[config.mk]
export PLATFORM = sky130hd
export DESIGN_NAME = plot_scheduler_flat
export DESIGN_NICKNAME = d
export VERILOG_FILES = /design/src/rtl/plot_sched_pkg.sv /design/src/rtl/plot_scheduler_if.sv /design/src/rtl/plot_raster_counter.sv /design/src/rtl/plot_scheduler.sv /design/src/flat_wrapper.sv
export SDC_FILE = /design/constraint.sdc
export NUM_CORES = 1
export LEC_CHECK = 0
export BUFFER_PORTS_ARGS = -buffer_cell sky130_fd_sc_hd__buf_2
export CELL_PAD_IN_SITES_DETAIL_PLACEMENT = 1
export CELL_PAD_IN_SITES_GLOBAL_PLACEMENT = 2
export CORE_MARGIN = 2
export CORE_UTILIZATION = 33
export DETAILED_ROUTE_END_ITERATION = 7
export PLACE_DENSITY_LB_ADDON = 0.1
export SLEW_MARGIN = 40
export SYNTH_ARGS = -nofsm -noshare
export SYNTH_HDL_FRONTEND = slang
export SYNTH_SLANG_ARGS = --single-unit
[constraint.sdc]
create_clock -name clk -period 4.5 [get_ports clk]
set_input_delay 1.35 -clock clk [delete_from_list [all_inputs] [get_ports clk]]
set_output_delay 1.35 -clock clk [all_outputs]
set_load 0.02 [all_outputs]
[src/rtl/plot_sched_pkg.sv]
// ---- plot_sched_pkg : shared types and constants for plot_scheduler, rev 1.0 ----
`default_nettype none

package plot_sched_pkg;

    localparam int X_W          = 8;
    localparam int Y_W          = 7;
    localparam int COL_W        = 3;
    localparam int DEF_SCREEN_W = 160;
    localparam int DEF_SCREEN_H = 120;
    localparam int DEF_SQ_SIZE  = 4;

    typedef enum logic [1:0] {
        IDLE   = 2'd0,
        SQUARE = 2'd1,
        CLEAR  = 2'd2,
        DONE   = 2'd3
    } state_t;

    function automatic int clamp_coord(input int v, input int hi);
        return (v > hi) ? hi : v;
    endfunction

endpackage

`default_nettype wire

[src/rtl/plot_scheduler_if.sv]
// ---- plot_scheduler_if : request/ack and pixel-write bundle, rev 1.0 ----
`default_nettype none

interface plot_scheduler_if;
    import plot_sched_pkg::*;

    logic [1:0]       req;
    logic [X_W-1:0]   req_x0;
    logic [X_W-1:0]   req_x1;
    logic [Y_W-1:0]   req_y0;
    logic [Y_W-1:0]   req_y1;
    logic [COL_W-1:0] req_col0;
    logic [COL_W-1:0] req_col1;
    logic             clear_req;
    logic [COL_W-1:0] clear_colour;
    logic [1:0]       ack;
    logic             clear_ack;
    logic             busy;
    logic [X_W-1:0]   x;
    logic [Y_W-1:0]   y;
    logic [COL_W-1:0] colour;
    logic             plot;

    modport master (
        output req, req_x0, req_x1, req_y0, req_y1, req_col0, req_col1,
        output clear_req, clear_colour,
        input  ack, clear_ack, busy, x, y, colour, plot
    );

    modport slave (
        input  req, req_x0, req_x1, req_y0, req_y1, req_col0, req_col1,
        input  clear_req, clear_colour,
        output ack, clear_ack, busy, x, y, colour, plot
    );

endinterface

`default_nettype wire

[src/rtl/plot_raster_counter.sv]
// ---- plot_raster_counter : row-major column/row walker with run-time size, rev 1.0 ----
`default_nettype none

module plot_raster_counter
    import plot_sched_pkg::*;
(
    input  logic           clk,
    input  logic           reset,
    input  logic           start_i,
    input  logic           adv_i,
    input  logic [X_W-1:0] width_i,
    input  logic [Y_W-1:0] height_i,
    output logic [X_W-1:0] col_nxt_o,
    output logic [Y_W-1:0] row_nxt_o,
    output logic           last_o
);

    logic [X_W-1:0] col_q;
    logic [Y_W-1:0] row_q;
    logic           col_end_d;

    // col_q/row_q index the pixel currently on the scheduler outputs
    always_comb begin
        col_end_d = (col_q == width_i - X_W'(1));
        last_o    = col_end_d && (row_q == height_i - Y_W'(1));
        col_nxt_o = col_end_d ? '0 : col_q + X_W'(1);
        row_nxt_o = col_end_d ? row_q + Y_W'(1) : row_q;
    end

    always_ff @(posedge clk) begin
        if (!reset) begin
            col_q <= '0;
            row_q <= '0;
        end else if (start_i) begin
            col_q <= '0;
            row_q <= '0;
        end else if (adv_i) begin
            col_q <= col_nxt_o;
            row_q <= row_nxt_o;
        end
    end

endmodule

`default_nettype wire

[src/rtl/plot_scheduler.sv]
// ---- plot_scheduler : arbitrates square draws and screen clears onto one pixel port, rev 1.0 ----
// The clear engine is compiled in only when PLOT_SCHED_CLEAR_EN is defined.
`default_nettype none

module plot_scheduler
    import plot_sched_pkg::*;
#(
    parameter int SQ_SIZE  = DEF_SQ_SIZE,
    parameter int SCREEN_W = DEF_SCREEN_W,
    parameter int SCREEN_H = DEF_SCREEN_H
) (
    input  logic            clk,
    input  logic            reset,
    plot_scheduler_if.slave bus
);

    state_t           state_q;
    logic             owner_q;
    logic             rr_last_q;
    logic [X_W-1:0]   base_x_q;
    logic [Y_W-1:0]   base_y_q;
    logic [X_W-1:0]   x_q;
    logic [Y_W-1:0]   y_q;
    logic [COL_W-1:0] colour_q;
    logic             plot_q;
    logic             busy_q;
    logic [1:0]       ack_q;

    logic             grant_d;
    logic [X_W-1:0]   x_raw_d;
    logic [Y_W-1:0]   y_raw_d;
    logic [X_W-1:0]   gx_d;
    logic [Y_W-1:0]   gy_d;
    logic [COL_W-1:0] gc_d;
    logic             in_arb_d;
    logic             in_job_d;
    logic             sq_go_d;
    logic             start_d;
    logic             adv_d;
    logic [X_W-1:0]   cnt_w_d;
    logic [Y_W-1:0]   cnt_h_d;
    logic [X_W-1:0]   col_nxt;
    logic [Y_W-1:0]   row_nxt;
    logic             px_last;

`ifdef PLOT_SCHED_CLEAR_EN
    logic             clear_go_d;
    logic             clear_ack_q;
`endif

    // DONE arbitrates like IDLE so back-to-back jobs are separated by only the ack cycle
    always_comb begin
        grant_d  = (bus.req == 2'b11) ? ~rr_last_q : bus.req[1];
        x_raw_d  = grant_d ? bus.req_x1 : bus.req_x0;
        y_raw_d  = grant_d ? bus.req_y1 : bus.req_y0;
        gc_d     = grant_d ? bus.req_col1 : bus.req_col0;
        gx_d     = X_W'(clamp_coord(int'(x_raw_d), SCREEN_W - SQ_SIZE));
        gy_d     = Y_W'(clamp_coord(int'(y_raw_d), SCREEN_H - SQ_SIZE));
        in_arb_d = (state_q == IDLE) || (state_q == DONE);
        in_job_d = (state_q == SQUARE) || (state_q == CLEAR);
`ifdef PLOT_SCHED_CLEAR_EN
        clear_go_d = in_arb_d && bus.clear_req;
        sq_go_d    = in_arb_d && (bus.req != 2'b00) && !bus.clear_req;
        start_d    = clear_go_d || sq_go_d;
`else
        sq_go_d    = in_arb_d && (bus.req != 2'b00);
        start_d    = sq_go_d;
`endif
        adv_d    = in_job_d && !px_last;
        cnt_w_d  = (state_q == CLEAR) ? X_W'(SCREEN_W) : X_W'(SQ_SIZE);
        cnt_h_d  = (state_q == CLEAR) ? Y_W'(SCREEN_H) : Y_W'(SQ_SIZE);
    end

    plot_raster_counter u_raster (
        .clk       (clk),
        .reset     (reset),
        .start_i   (start_d),
        .adv_i     (adv_d),
        .width_i   (cnt_w_d),
        .height_i  (cnt_h_d),
        .col_nxt_o (col_nxt),
        .row_nxt_o (row_nxt),
        .last_o    (px_last)
    );

    always_ff @(posedge clk) begin
        if (!reset) begin
            state_q   <= IDLE;
            owner_q   <= 1'b0;
            rr_last_q <= 1'b1;
            base_x_q  <= '0;
            base_y_q  <= '0;
            x_q       <= '0;
            y_q       <= '0;
            colour_q  <= '0;
            plot_q    <= 1'b0;
            busy_q    <= 1'b0;
            ack_q     <= 2'b00;
`ifdef PLOT_SCHED_CLEAR_EN
            clear_ack_q <= 1'b0;
`endif
        end else begin
            ack_q <= 2'b00;
`ifdef PLOT_SCHED_CLEAR_EN
            clear_ack_q <= 1'b0;
`endif
            if (in_arb_d) begin
`ifdef PLOT_SCHED_CLEAR_EN
                if (clear_go_d) begin
                    state_q  <= CLEAR;
                    base_x_q <= '0;
                    base_y_q <= '0;
                    x_q      <= '0;
                    y_q      <= '0;
                    colour_q <= bus.clear_colour;
                    plot_q   <= 1'b1;
                    busy_q   <= 1'b1;
                end else
`endif
                if (sq_go_d) begin
                    state_q   <= SQUARE;
                    owner_q   <= grant_d;
                    rr_last_q <= grant_d;
                    base_x_q  <= gx_d;
                    base_y_q  <= gy_d;
                    x_q       <= gx_d;
                    y_q       <= gy_d;
                    colour_q  <= gc_d;
                    plot_q    <= 1'b1;
                    busy_q    <= 1'b1;
                end else begin
                    state_q <= IDLE;
                    plot_q  <= 1'b0;
                    busy_q  <= 1'b0;
                end
            end else if (px_last) begin
                state_q <= DONE;
                plot_q  <= 1'b0;
                if (state_q == SQUARE) ack_q[owner_q] <= 1'b1;
`ifdef PLOT_SCHED_CLEAR_EN
                else clear_ack_q <= 1'b1;
`endif
            end else begin
                x_q <= base_x_q + col_nxt;
                y_q <= base_y_q + row_nxt;
            end
        end
    end

    assign bus.x      = x_q;
    assign bus.y      = y_q;
    assign bus.colour = colour_q;
    assign bus.plot   = plot_q;
    assign bus.busy   = busy_q;
    assign bus.ack    = ack_q;
`ifdef PLOT_SCHED_CLEAR_EN
    assign bus.clear_ack = clear_ack_q;
`else
    assign bus.clear_ack = 1'b0;
`endif

endmodule

`default_nettype wire

[src/flat_wrapper.sv]
// flat-port wrapper written by rule: the top's interface ports become plain ports
module plot_scheduler_flat import plot_sched_pkg::*;
#(
    parameter int SQ_SIZE  = DEF_SQ_SIZE,
    parameter int SCREEN_W = DEF_SCREEN_W,
    parameter int SCREEN_H = DEF_SCREEN_H
)
  (clk, reset, bus_req, bus_req_x0, bus_req_x1, bus_req_y0, bus_req_y1, bus_req_col0, bus_req_col1, bus_clear_req, bus_clear_colour, bus_ack, bus_clear_ack, bus_busy, bus_x, bus_y, bus_colour, bus_plot);
  plot_scheduler_if bus_i ();
  input  logic clk;
  input  logic reset;
  input wire logic [$bits(bus_i.req)-1:0] bus_req;
  input wire logic [$bits(bus_i.req_x0)-1:0] bus_req_x0;
  input wire logic [$bits(bus_i.req_x1)-1:0] bus_req_x1;
  input wire logic [$bits(bus_i.req_y0)-1:0] bus_req_y0;
  input wire logic [$bits(bus_i.req_y1)-1:0] bus_req_y1;
  input wire logic [$bits(bus_i.req_col0)-1:0] bus_req_col0;
  input wire logic [$bits(bus_i.req_col1)-1:0] bus_req_col1;
  input wire logic [$bits(bus_i.clear_req)-1:0] bus_clear_req;
  input wire logic [$bits(bus_i.clear_colour)-1:0] bus_clear_colour;
  output wire logic [$bits(bus_i.ack)-1:0] bus_ack;
  output wire logic [$bits(bus_i.clear_ack)-1:0] bus_clear_ack;
  output wire logic [$bits(bus_i.busy)-1:0] bus_busy;
  output wire logic [$bits(bus_i.x)-1:0] bus_x;
  output wire logic [$bits(bus_i.y)-1:0] bus_y;
  output wire logic [$bits(bus_i.colour)-1:0] bus_colour;
  output wire logic [$bits(bus_i.plot)-1:0] bus_plot;
  assign bus_i.req = bus_req;
  assign bus_i.req_x0 = bus_req_x0;
  assign bus_i.req_x1 = bus_req_x1;
  assign bus_i.req_y0 = bus_req_y0;
  assign bus_i.req_y1 = bus_req_y1;
  assign bus_i.req_col0 = bus_req_col0;
  assign bus_i.req_col1 = bus_req_col1;
  assign bus_i.clear_req = bus_clear_req;
  assign bus_i.clear_colour = bus_clear_colour;
  assign bus_ack = bus_i.ack;
  assign bus_clear_ack = bus_i.clear_ack;
  assign bus_busy = bus_i.busy;
  assign bus_x = bus_i.x;
  assign bus_y = bus_i.y;
  assign bus_colour = bus_i.colour;
  assign bus_plot = bus_i.plot;
  plot_scheduler #(.SQ_SIZE(SQ_SIZE), .SCREEN_W(SCREEN_W), .SCREEN_H(SCREEN_H)) u_core (.clk(clk), .reset(reset), .bus(bus_i));
endmodule
==> tab_implementation.tex, run 1 <==
\begin{tabular}{lr}
\hline
Metric & Value \\
\hline
\multicolumn{2}{l}{\textbf{Status}} \\
\quad Status & complete, no violations \\
\multicolumn{2}{l}{\textbf{Placed design}} \\
\quad Final HPWL DP & 7300 microns \\
\quad Total placed cells including tap cells & 597 \\
\quad Quantity of I/O buffers inserted on ports & 61 \\
\quad Final weighted congestion of routability-driven global placement & 0.826 \\
\quad Area after detailed placement & 3910 sq um \\
\multicolumn{2}{l}{\textbf{Floorplanning}} \\
\quad Std cell rows & 37 \\
\quad Starting density of the core & 34.0\% \\
\quad Standard cell core area & between 10000 and 15000 sq um \\
\quad Die outline height & 107 microns \\
\quad Number of ports placed on the die boundary & 67 \\
\quad Full die area & 11500 sq um \\
\quad Die Span X & 107 microns \\
\multicolumn{2}{l}{\textbf{Synthesis}} \\
\quad Cell type contributing the most total cell area after synthesis & sky130\_fd\_sc\_hd\_\_dfxtp\_1 \\
\quad Cell types occupying the most area after synthesis & sky130\_fd\_sc\_hd\_\_dfxtp\_1 32\%, sky130\_fd\_sc\_hd\_\_ha\_1 6.4\%, sky130\_fd\_sc\_hd\_\_mux2i\_1 6.0\% \\
\quad Syn Nets & 481 \\
\quad Sequential area share after synthesis & 32.0\% \\
\quad Proportion of netlist area held by the largest area contributor & 32.0\% \\
\quad FF+latch count, synth & 56 \\
\quad Syn avg cell area & 8.41 sq um \\
\quad Area of the mapped netlist & 3510 sq um \\
\quad Post-Syn Instances & 417 \\
\quad Count of distinct cell types in the synthesized netlist & 54 \\
\quad Post-synth top flop & sky130\_fd\_sc\_hd\_\_dfxtp\_1 \\
\quad Proportion of register bits with asynchronous set or reset after synthesis & 0\% \\
\quad Number of warning messages in the yosys log & 0 \\
\quad EDFF count, synth & 0 \\
\multicolumn{2}{l}{\textbf{Detailed routing}} \\
\quad Antenna-violating nets left & 0 \\
\quad Met1 Wirelength & 5080 microns \\
\quad Highest layer used for signal routing & met4 \\
\quad 1st-iter DRT viols & 78 \\
\quad Pre-antenna DRT Iters & 5 \\
\quad Detailed-routed wire length on met3 & $\sim$350 microns \\
\quad Average wire length per cell after detail routing & 16.0 microns \\
\quad Total number of vias & 3109 \\
\quad Total routed wirelength & 9700 microns \\
\quad Post-route DRC violation count & 0 \\
\quad Detail Route met2 WL & 4200 microns \\
\quad Average via count per standard cell & 5.13 \\
\multicolumn{2}{l}{\textbf{Min path}} \\
\quad Hold/Removal Path Class & reg -> reg \\
\quad Terminating pin of the worst hold path & u\_core.base\_x\_q[6]\$\_SDFFE\_PN0P\_ \\
\quad Start point of the worst hold path & u\_core.base\_x\_q[6]\$\_SDFFE\_PN0P\_ \\
\quad Hold Path Depth & 2 \\
\multicolumn{2}{l}{\textbf{Power and ir drop}} \\
\quad Static leakage & 0.00170 uW \\
\quad Switching part of the total & between 30\% and 40\% \\
\quad Sw Pwr & approximately 360 uW \\
\quad Ratio of total power to cell area & between 200 and 300 nW/um\^{}2 \\
\quad Part of the power in combinational logic & 24.3\% \\
\quad Maximum vdd drop & 0.000127 V \\
\quad P\_int & between 700 and 800 uW \\
\quad Clk pwr share & a little over a quarter \\
\quad Power share of the sequential group & 48.9\% \\
\multicolumn{2}{l}{\textbf{Timing}} \\
\quad Min Tclk post-route & 3.53 ns \\
\quad Headroom to the max-slew limit & 50.6\% \\
\quad Endpoints failing setup & 0 \\
\quad Share of the cycle needed by the critical path after routing & 78.5\% \\
\quad Hold Fails Final Rpt & 0 \\
\quad Unrepaired setup endpoints after global routing & false \\
\quad Sum of negative setup slack & 0 ns \\
\quad Number of max-slew violations in the final report & 0 \\
\quad Transition time at the pin with the least slew margin & 0.740 ns \\
\quad Clock skew after layout & 0.00577 ns \\
\quad Final-layout worst hold slack & $\sim$0.48 ns \\
\quad Achievable Freq & roughly 280 MHz \\
\multicolumn{2}{l}{\textbf{Worst setup path}} \\
\quad Worst r2r dst & u\_core.bus.y[3]\$\_SDFFE\_PN0P\_ \\
\quad Element type at the critical path end & flip-flop \\
\quad Endpoint arrival time on the critical path & 3.75 ns \\
\quad Maximum cell stage delay along the critical path & 0.56 ns \\
\quad Crit path max-delay family & simple AND/OR/NAND/NOR gates \\
\quad Number of buffer and inverter stages on the critical path & 1 \\
\quad Startpoint-to-endpoint class of the critical path & reg -> reg \\
\quad Cells traversed along the worst timing path & or4\_4 -> o22a\_4 -> nor2\_1 -> mux2i\_1 -> inv\_1 -> ha\_1 -> a21o\_1 -> a21oi\_1 -> xnor2\_1 -> o211ai\_1 -> o211a\_1 \\
\quad Max Fanout on Critical Path & 8 \\
\quad CP max stage cell & sky130\_fd\_sc\_hd\_\_nor2\_1 \\
\quad Logic depth of the worst register-to-register path & 11 \\
\quad Worst R2R Setup Slack & 0.97 ns \\
\quad CP Launch Type & flip-flop \\
\quad Critical register-to-register path startpoint & u\_core.u\_raster.col\_q[2]\$\_SDFFE\_PP0P\_ \\
\quad Data required, critical path & 4.72 ns \\
\multicolumn{2}{l}{\textbf{Clocking}} \\
\quad CTS H-tree lvls & 2 \\
\quad CTS hold repair buffers & 0 \\
\quad Longest Clk Path Bufs & 2 \\
\quad CTS buffer count & 5 \\
\quad Buffer cell driving the clock tree root & sky130\_fd\_sc\_hd\_\_clkbuf\_8 \\
\quad Worst-Skew Late Latency & slightly above 0.3 ns \\
\quad Post\_cts resized & 0 \\
\quad Post-CTS setup buffer count & 0 \\
\quad TritonCTS clock tree & built \\
\quad Clock edge transition at the registers on the reported setup and hold paths & 0.11 ns \\
\quad CTS Sinks & 56 \\
\multicolumn{2}{l}{\textbf{Job}} \\
\quad Count of max-cap constraint violations & 0 \\
\multicolumn{2}{l}{\textbf{Global routing}} \\
\quad Pin count of the biggest net entering global routing & 29 \\
\quad Initial antenna violation count & 0 \\
\quad Global-route wire length before repair & 16300 microns \\
\quad Global-route usage over all layers & between 10\% and 20\% \\
\quad Remaining Overflow, GRT & 0 \\
\quad Via count of the first global-routing pass & 3211 \\
\multicolumn{2}{l}{\textbf{Final layout}} \\
\quad Highest-count cells in the layout ignoring fill and taps & 61 x sky130\_fd\_sc\_hd\_\_buf\_2, 56 x sky130\_fd\_sc\_hd\_\_dfxtp\_1, 53 x sky130\_fd\_sc\_hd\_\_nor2\_1 \\
\quad Share of layout cells above drive strength 1 & 18.3\% \\
\quad Post-layout net count & 533 \\
\quad Finished layout cell area & 4020 sq um \\
\quad Most common cell after layout, fill and taps aside & sky130\_fd\_sc\_hd\_\_buf\_2 \\
\quad Number of standard cells in the layout, taps in and fillers out & 606 \\
\quad Count of inserted antenna diode cells & 0 \\
\quad Area growth syn-to-layout & 14.7\% \\
\hline
\end{tabular}
==> routing by layer <==
metal | track usage [%] | vias to the layer above
met2 | 28.6 | 56
met4 | 3.34 | 0
li1 | - | 1568
met3 | 2.98 | 6
met1 | 25.5 | 1479
met5 | 0 | -
==> cell type report <==
| class | instances | area (sq um) |
|---|---|---|
| fillers | 1241 | 6300 |
| multi-input cells | 326 | 2230 |
| flip-flops and latches | 56 | 1120 |
| repair buffers | 67 | 358 |
| well taps | 136 | 170 |
| clock buffers | 8 | 90.1 |
| inverters | 13 | 48.8 |
==> metrics by stage <==
stage | power, uW | utilization (%) | setup WS [ns]
after floorplan | 747 | - | 1.36
after global placement | 835 | 37.9 | 1.00
after detailed placement | 840 | 37.9 | 0.960
after CTS | 1150 | 38.8 | 0.924
after global routing | 1200 | 38.9 | 0.713
final | 1130 | 38.9 | 0.968
==> worst max-delay path by stage <==
stage                     depth (start not counted)                            to  slack (ns)                             startpoint
after global placement                           11  u_core.bus.y[3]$_SDFFE_PN0P_         1.0  u_core.u_raster.col_q[2]$_SDFFE_PP0P_
after CTS                                        11  u_core.bus.y[3]$_SDFFE_PN0P_        0.92  u_core.u_raster.col_q[2]$_SDFFE_PP0P_
after floorplan                                  14  u_core.bus.y[6]$_SDFFE_PN0P_        1.36  u_core.u_raster.col_q[2]$_SDFFE_PP0P_
after global routing                             12  u_core.bus.y[6]$_SDFFE_PN0P_        0.71  u_core.u_raster.col_q[2]$_SDFFE_PP0P_
final                                            11  u_core.bus.y[3]$_SDFFE_PN0P_        0.97  u_core.u_raster.col_q[2]$_SDFFE_PP0P_
after detailed placement                         11  u_core.bus.y[3]$_SDFFE_PN0P_        0.96  u_core.u_raster.col_q[2]$_SDFFE_PP0P_
==> cells by family (layout without fill, tap and decap cells) <==
group           count (synthesis)  after routing  synth area share (%)
other cells                     1              1                 0.107
simple gates                  158            158                  21.9
flops                          56             56                  32.0
compound gates                 97             97                  20.0
buf+inv                        35             88                  4.53
mux                            25             25                  7.28
fa+ha+maj                      20             20                  7.57
xor+xnor                       25             25                  6.64
==> worst register-to-register path, cell delays in order (launching register included) <==
cell and delay [ns]:
sky130_fd_sc_hd__dfxtp_1 0.40, sky130_fd_sc_hd__or4_4 0.54, sky130_fd_sc_hd__o22a_4 0.27, sky130_fd_sc_hd__nor2_1 0.56, sky130_fd_sc_hd__mux2i_1 0.44, sky130_fd_sc_hd__inv_1 0.10, sky130_fd_sc_hd__ha_1 0.28, sky130_fd_sc_hd__a21o_1 0.18
sky130_fd_sc_hd__a21oi_1 0.24, sky130_fd_sc_hd__xnor2_1 0.17, sky130_fd_sc_hd__o211ai_1 0.10, sky130_fd_sc_hd__o211a_1 0.16
==> state kept, by name, indices dropped and copies added, names as in the netlist, 2 cells and up <==
signal and count:
u_core.base_x_q 8, u_core.base_y_q 7, u_core.bus.ack 2, u_core.bus.colour 3, u_core.bus.x 8, u_core.bus.y 7
u_core.state_q 2, u_core.u_raster.col_q 8, u_core.u_raster.row_q 7
==> Yosys cell counts (7+ instances only) <==
cell type and n:
sky130_fd_sc_hd__dfxtp_1 56, sky130_fd_sc_hd__nor2_1 54, sky130_fd_sc_hd__nand2_1 41, sky130_fd_sc_hd__a21oi_1 24, sky130_fd_sc_hd__mux2i_1 21, sky130_fd_sc_hd__ha_1 18, sky130_fd_sc_hd__clkbuf_1 16, sky130_fd_sc_hd__nor2b_1 16
sky130_fd_sc_hd__xnor2_1 16, sky130_fd_sc_hd__inv_1 13, sky130_fd_sc_hd__nor3b_1 12, sky130_fd_sc_hd__o21ai_0 12, sky130_fd_sc_hd__nand3_1 9, sky130_fd_sc_hd__nor3_1 9, sky130_fd_sc_hd__o211a_1 9, sky130_fd_sc_hd__xor2_1 8
sky130_fd_sc_hd__a21boi_0 7
==> power by group through the flow <==
stage / clock (uW) / sequential, uW / combinational, uW
after floorplan: 0 / 587 / 160
after global placement: 0 / 563 / 272
after detailed placement: 0 / 565 / 275
after CTS: 315 / 554 / 277
after global routing: 334 / 558 / 309
final: 302 / 553 / 275
Power figures use the tool's default switching activity.
==> run 2: changes to the inputs <==
--- a/config.mk
+++ b/config.mk
@@ -9,7 +9,7 @@
 export CELL_PAD_IN_SITES_DETAIL_PLACEMENT = 1
 export CELL_PAD_IN_SITES_GLOBAL_PLACEMENT = 2
 export CORE_MARGIN = 2
-export CORE_UTILIZATION = 33
+export CORE_UTILIZATION = 30
 export DETAILED_ROUTE_END_ITERATION = 7
 export PLACE_DENSITY_LB_ADDON = 0.1
 export SLEW_MARGIN = 40
==> constraint.sdc (replaced) <==
create_clock -name clk -period 3 [get_ports clk]
set_input_delay 0.9 -clock clk [delete_from_list [all_inputs] [get_ports clk]]
set_output_delay 0.9 -clock clk [all_outputs]
set_load 0.02 [all_outputs]
==> tab_implementation.tex, run 2 (synthesized netlist as in run 1, its figures left out) <==
\begin{tabular}{lr}
\hline
Metric & Value \\
\hline
\multicolumn{2}{l}{\textbf{Status}} \\
\quad Status & finished, violations left \\
\quad Violations in the final reports & negative setup slack \\
\multicolumn{2}{l}{\textbf{Min path}} \\
\quad Hold/Removal Path Class & reg -> reg \\
\quad Start point of the worst hold path & u\_core.base\_x\_q[6]\$\_SDFFE\_PN0P\_ \\
\quad Hold Path Depth & 2 \\
\quad Terminating pin of the worst hold path & u\_core.base\_x\_q[6]\$\_SDFFE\_PN0P\_ \\
\multicolumn{2}{l}{\textbf{Clocking}} \\
\quad CTS buffer count & 5 \\
\quad Buffer cell driving the clock tree root & sky130\_fd\_sc\_hd\_\_clkbuf\_16 \\
\quad TritonCTS clock tree & built \\
\quad Worst-Skew Late Latency & approximately 0.32 ns \\
\quad Longest Clk Path Bufs & 2 \\
\quad CTS Sinks & 56 \\
\quad Clock edge transition at the registers on the reported setup and hold paths & 0.08 ns \\
\quad CTS H-tree lvls & 2 \\
\quad CTS hold repair buffers & 0 \\
\multicolumn{2}{l}{\textbf{Final layout}} \\
\quad Finished layout cell area & about 4400 sq um \\
\quad Highest-count cells in the layout ignoring fill and taps & 61 x sky130\_fd\_sc\_hd\_\_buf\_2, 54 x sky130\_fd\_sc\_hd\_\_dfxtp\_1, 52 x sky130\_fd\_sc\_hd\_\_nor2\_1 \\
\quad Fraction of the core area covered by cells at the end of the flow & 38.3\% \\
\quad Most common cell after layout, fill and taps aside & sky130\_fd\_sc\_hd\_\_buf\_2 \\
\quad Count of inserted antenna diode cells & 0 \\
\quad Area growth syn-to-layout & 24.6\% \\
\quad Share of layout cells above drive strength 1 & 25.5\% \\
\quad Post-layout net count & approximately 550 \\
\quad Number of standard cells in the layout, taps in and fillers out & between 600 and 700 \\
\multicolumn{2}{l}{\textbf{Power and ir drop}} \\
\quad Clk pwr share & a little over a third \\
\quad Maximum vdd drop & approximately 0.00021 V \\
\quad P\_int & 1370 uW \\
\quad Sw Pwr & 594 uW \\
\quad Power share of the sequential group & 42.3\% \\
\quad Overall power after layout & 1960 uW \\
\quad Part of the power in combinational logic & about 22\% \\
\quad Static leakage & 0.00187 uW \\
\quad Ratio of total power to cell area & 449 nW/um\^{}2 \\
\quad Switching part of the total & 30.3\% \\
\multicolumn{2}{l}{\textbf{Timing}} \\
\quad Headroom to the max-slew limit & roughly 57\% \\
\quad Share of the cycle needed by the critical path after routing & 101\% \\
\quad Worst path setup slack after routing & -0.0211 ns \\
\quad Endpoints failing setup & 1 \\
\quad Min Tclk post-route & 3.02 ns \\
\quad Hold Fails Final Rpt & 0 \\
\quad Unrepaired setup endpoints after global routing & true \\
\quad Transition time at the pin with the least slew margin & approximately 0.65 ns \\
\quad Achievable Freq & 331 MHz \\
\quad Number of max-slew violations in the final report & 0 \\
\quad Clock skew after layout & 0.00845 ns \\
\multicolumn{2}{l}{\textbf{Detailed routing}} \\
\quad Average via count per standard cell & between 5 and 6 \\
\quad Total number of vias & 3169 \\
\quad Total routed wirelength & 10200 microns \\
\quad 1st-iter DRT viols & 76 \\
\quad Antenna-violating nets left & 0 \\
\quad Post-route DRC violation count & 0 \\
\quad Pre-antenna DRT Iters & 4 \\
\quad Average wire length per cell after detail routing & 16.1 microns \\
\multicolumn{2}{l}{\textbf{Floorplanning}} \\
\quad Full die area & 12600 sq um \\
\quad Number of ports placed on the die boundary & 67 \\
\quad Die Span X & approximately 110 microns \\
\quad Standard cell core area & approximately 11000 sq um \\
\quad Die outline height & about 110 microns \\
\quad Starting density of the core & 30.7\% \\
\quad Std cell rows & 39 \\
\multicolumn{2}{l}{\textbf{Global routing}} \\
\quad Via count of the first global-routing pass & 3307 \\
\quad Global-route usage over all layers & 16.9\% \\
\quad Remaining Overflow, GRT & 0 \\
\quad Initial antenna violation count & 0 \\
\quad Pin count of the biggest net entering global routing & 29 \\
\quad Global-route wire length before repair & around 17000 microns \\
\multicolumn{2}{l}{\textbf{Worst setup path}} \\
\quad Element type at the critical path end & flip-flop \\
\quad Critical register-to-register path startpoint & u\_core.u\_raster.col\_q[4]\$\_SDFFE\_PP0P\_ \\
\quad Data required, critical path & between 3 and 4 ns \\
\quad Logic depth of the worst register-to-register path & 14 \\
\quad CP Launch Type & flip-flop \\
\quad Worst r2r dst & u\_core.bus.y[4]\$\_SDFFE\_PN0P\_ \\
\quad Startpoint-to-endpoint class of the critical path & reg -> reg \\
\quad Max Fanout on Critical Path & 3 \\
\quad Endpoint arrival time on the critical path & 3.29 ns \\
\quad Worst R2R Setup Slack & -0.02 ns \\
\multicolumn{2}{l}{\textbf{Placed design}} \\
\quad Final HPWL DP & 7570 microns \\
\quad Quantity of I/O buffers inserted on ports & 61 \\
\quad Worst slack at placement & -0.0802 ns \\
\quad Final weighted congestion of routability-driven global placement & 0.798 \\
\quad Area after detailed placement & slightly above 4000 sq um \\
\quad Total placed cells including tap cells & just over 600 \\
\multicolumn{2}{l}{\textbf{Job}} \\
\quad Count of max-cap constraint violations & 0 \\
\hline
\end{tabular}
==> run 2: layout make-up <==
| type | count | area, sq um |
|---|---|---|
| clock buffers | 5 | 125 |
| clock inverters | 3 | 47.5 |
| repair buffers | 87 | 512 |
| fillers | 1394 | 7050 |
| inverters | 13 | 48.8 |
| flip-flops and latches | 56 | 1120 |
| multi-input cells | 326 | 2330 |
| well taps | 143 | 179 |
==> run 2: worst max-delay path, cell delays in order (launching register included) <==
cell and delay [ns]:
sky130_fd_sc_hd__dfxtp_1 0.32, sky130_fd_sc_hd__or4_4 0.53, sky130_fd_sc_hd__o22a_4 0.24, sky130_fd_sc_hd__or2_4 0.28
sky130_fd_sc_hd__xnor2_4 0.19, sky130_fd_sc_hd__ha_4 0.16, sky130_fd_sc_hd__inv_2 0.03, sky130_fd_sc_hd__fa_2 0.35
sky130_fd_sc_hd__nor2b_4 0.15, sky130_fd_sc_hd__buf_4 0.12, sky130_fd_sc_hd__o21ai_0 0.09, sky130_fd_sc_hd__nand2_1 0.10
sky130_fd_sc_hd__o21ai_2 0.07, sky130_fd_sc_hd__o211ai_1 0.18, sky130_fd_sc_hd__o211a_1 0.17
==> run 2: worst max path at each step <==
stage,from,endpoint,slack [ns],cells after the start
finish,u_core.u_raster.col_q[4]$_SDFFE_PP0P_,u_core.bus.y[4]$_SDFFE_PN0P_,-0.02,14
floorplan,u_core.u_raster.col_q[2]$_SDFFE_PP0P_,u_core.bus.y[6]$_SDFFE_PN0P_,0.002,14
global route,u_core.u_raster.col_q[4]$_SDFFE_PP0P_,u_core.bus.y[4]$_SDFFE_PN0P_,-0.15,14
CTS,u_core.u_raster.col_q[7]$_SDFFE_PP0P_,u_core.bus.x[6]$_SDFFE_PN0P_,-0.06,14
global placement,u_core.u_raster.col_q[7]$_SDFFE_PP0P_,u_core.bus.y[4]$_SDFFE_PN0P_,-0.07,14
detailed placement,u_core.u_raster.col_q[7]$_SDFFE_PP0P_,u_core.bus.y[4]$_SDFFE_PN0P_,-0.08,14
==> run 2: stage by stage <==
step	setup TNS [ns]	hold WS (ns)
6_report	-0.0211	0.472
5_1_grt	-0.263	0.512
4_1_cts	-0.186	0.477
3_5_place_dp	-0.138	0.467
3_3_place_gp	-0.113	0.455
2_1_floorplan	0	0.413
==> run 2: timing repair <==
| action | CTS | global route |
|---|---|---|
| gates cloned | 0 | 0 |
| endpoints found under the setup margin | 5 | 8 |
| pin swaps | 3 | 16 |
| buffers inserted | 1 | 2 |
| gates resized for setup | 1 | 23 |
==> run 2: power groups by stage <==
| stage | Clock, uW | Combinational, uW | Sequential (uW) |
|---|---|---|---|
| 3_5_place_dp | 0 | 419 | 847 |
| 2_1_floorplan | 0 | 240 | 880 |
| 5_1_grt | 767 | 476 | 839 |
| 4_1_cts | 735 | 422 | 830 |
| 6_report | 707 | 425 | 830 |
| 3_3_place_gp | 0 | 415 | 845 |
==> run 2: routing by layer <==
metal / routed length [microns] / track usage, % / vias to the layer above
met1: 5150 / 23.6 / 1484
met2: 4410 / 25.5 / 61
li1: - / - / 1616
met3: 471 / 3.67 / 8
met5: 0 / 0 / -
met4: 163 / 6.34 / 0
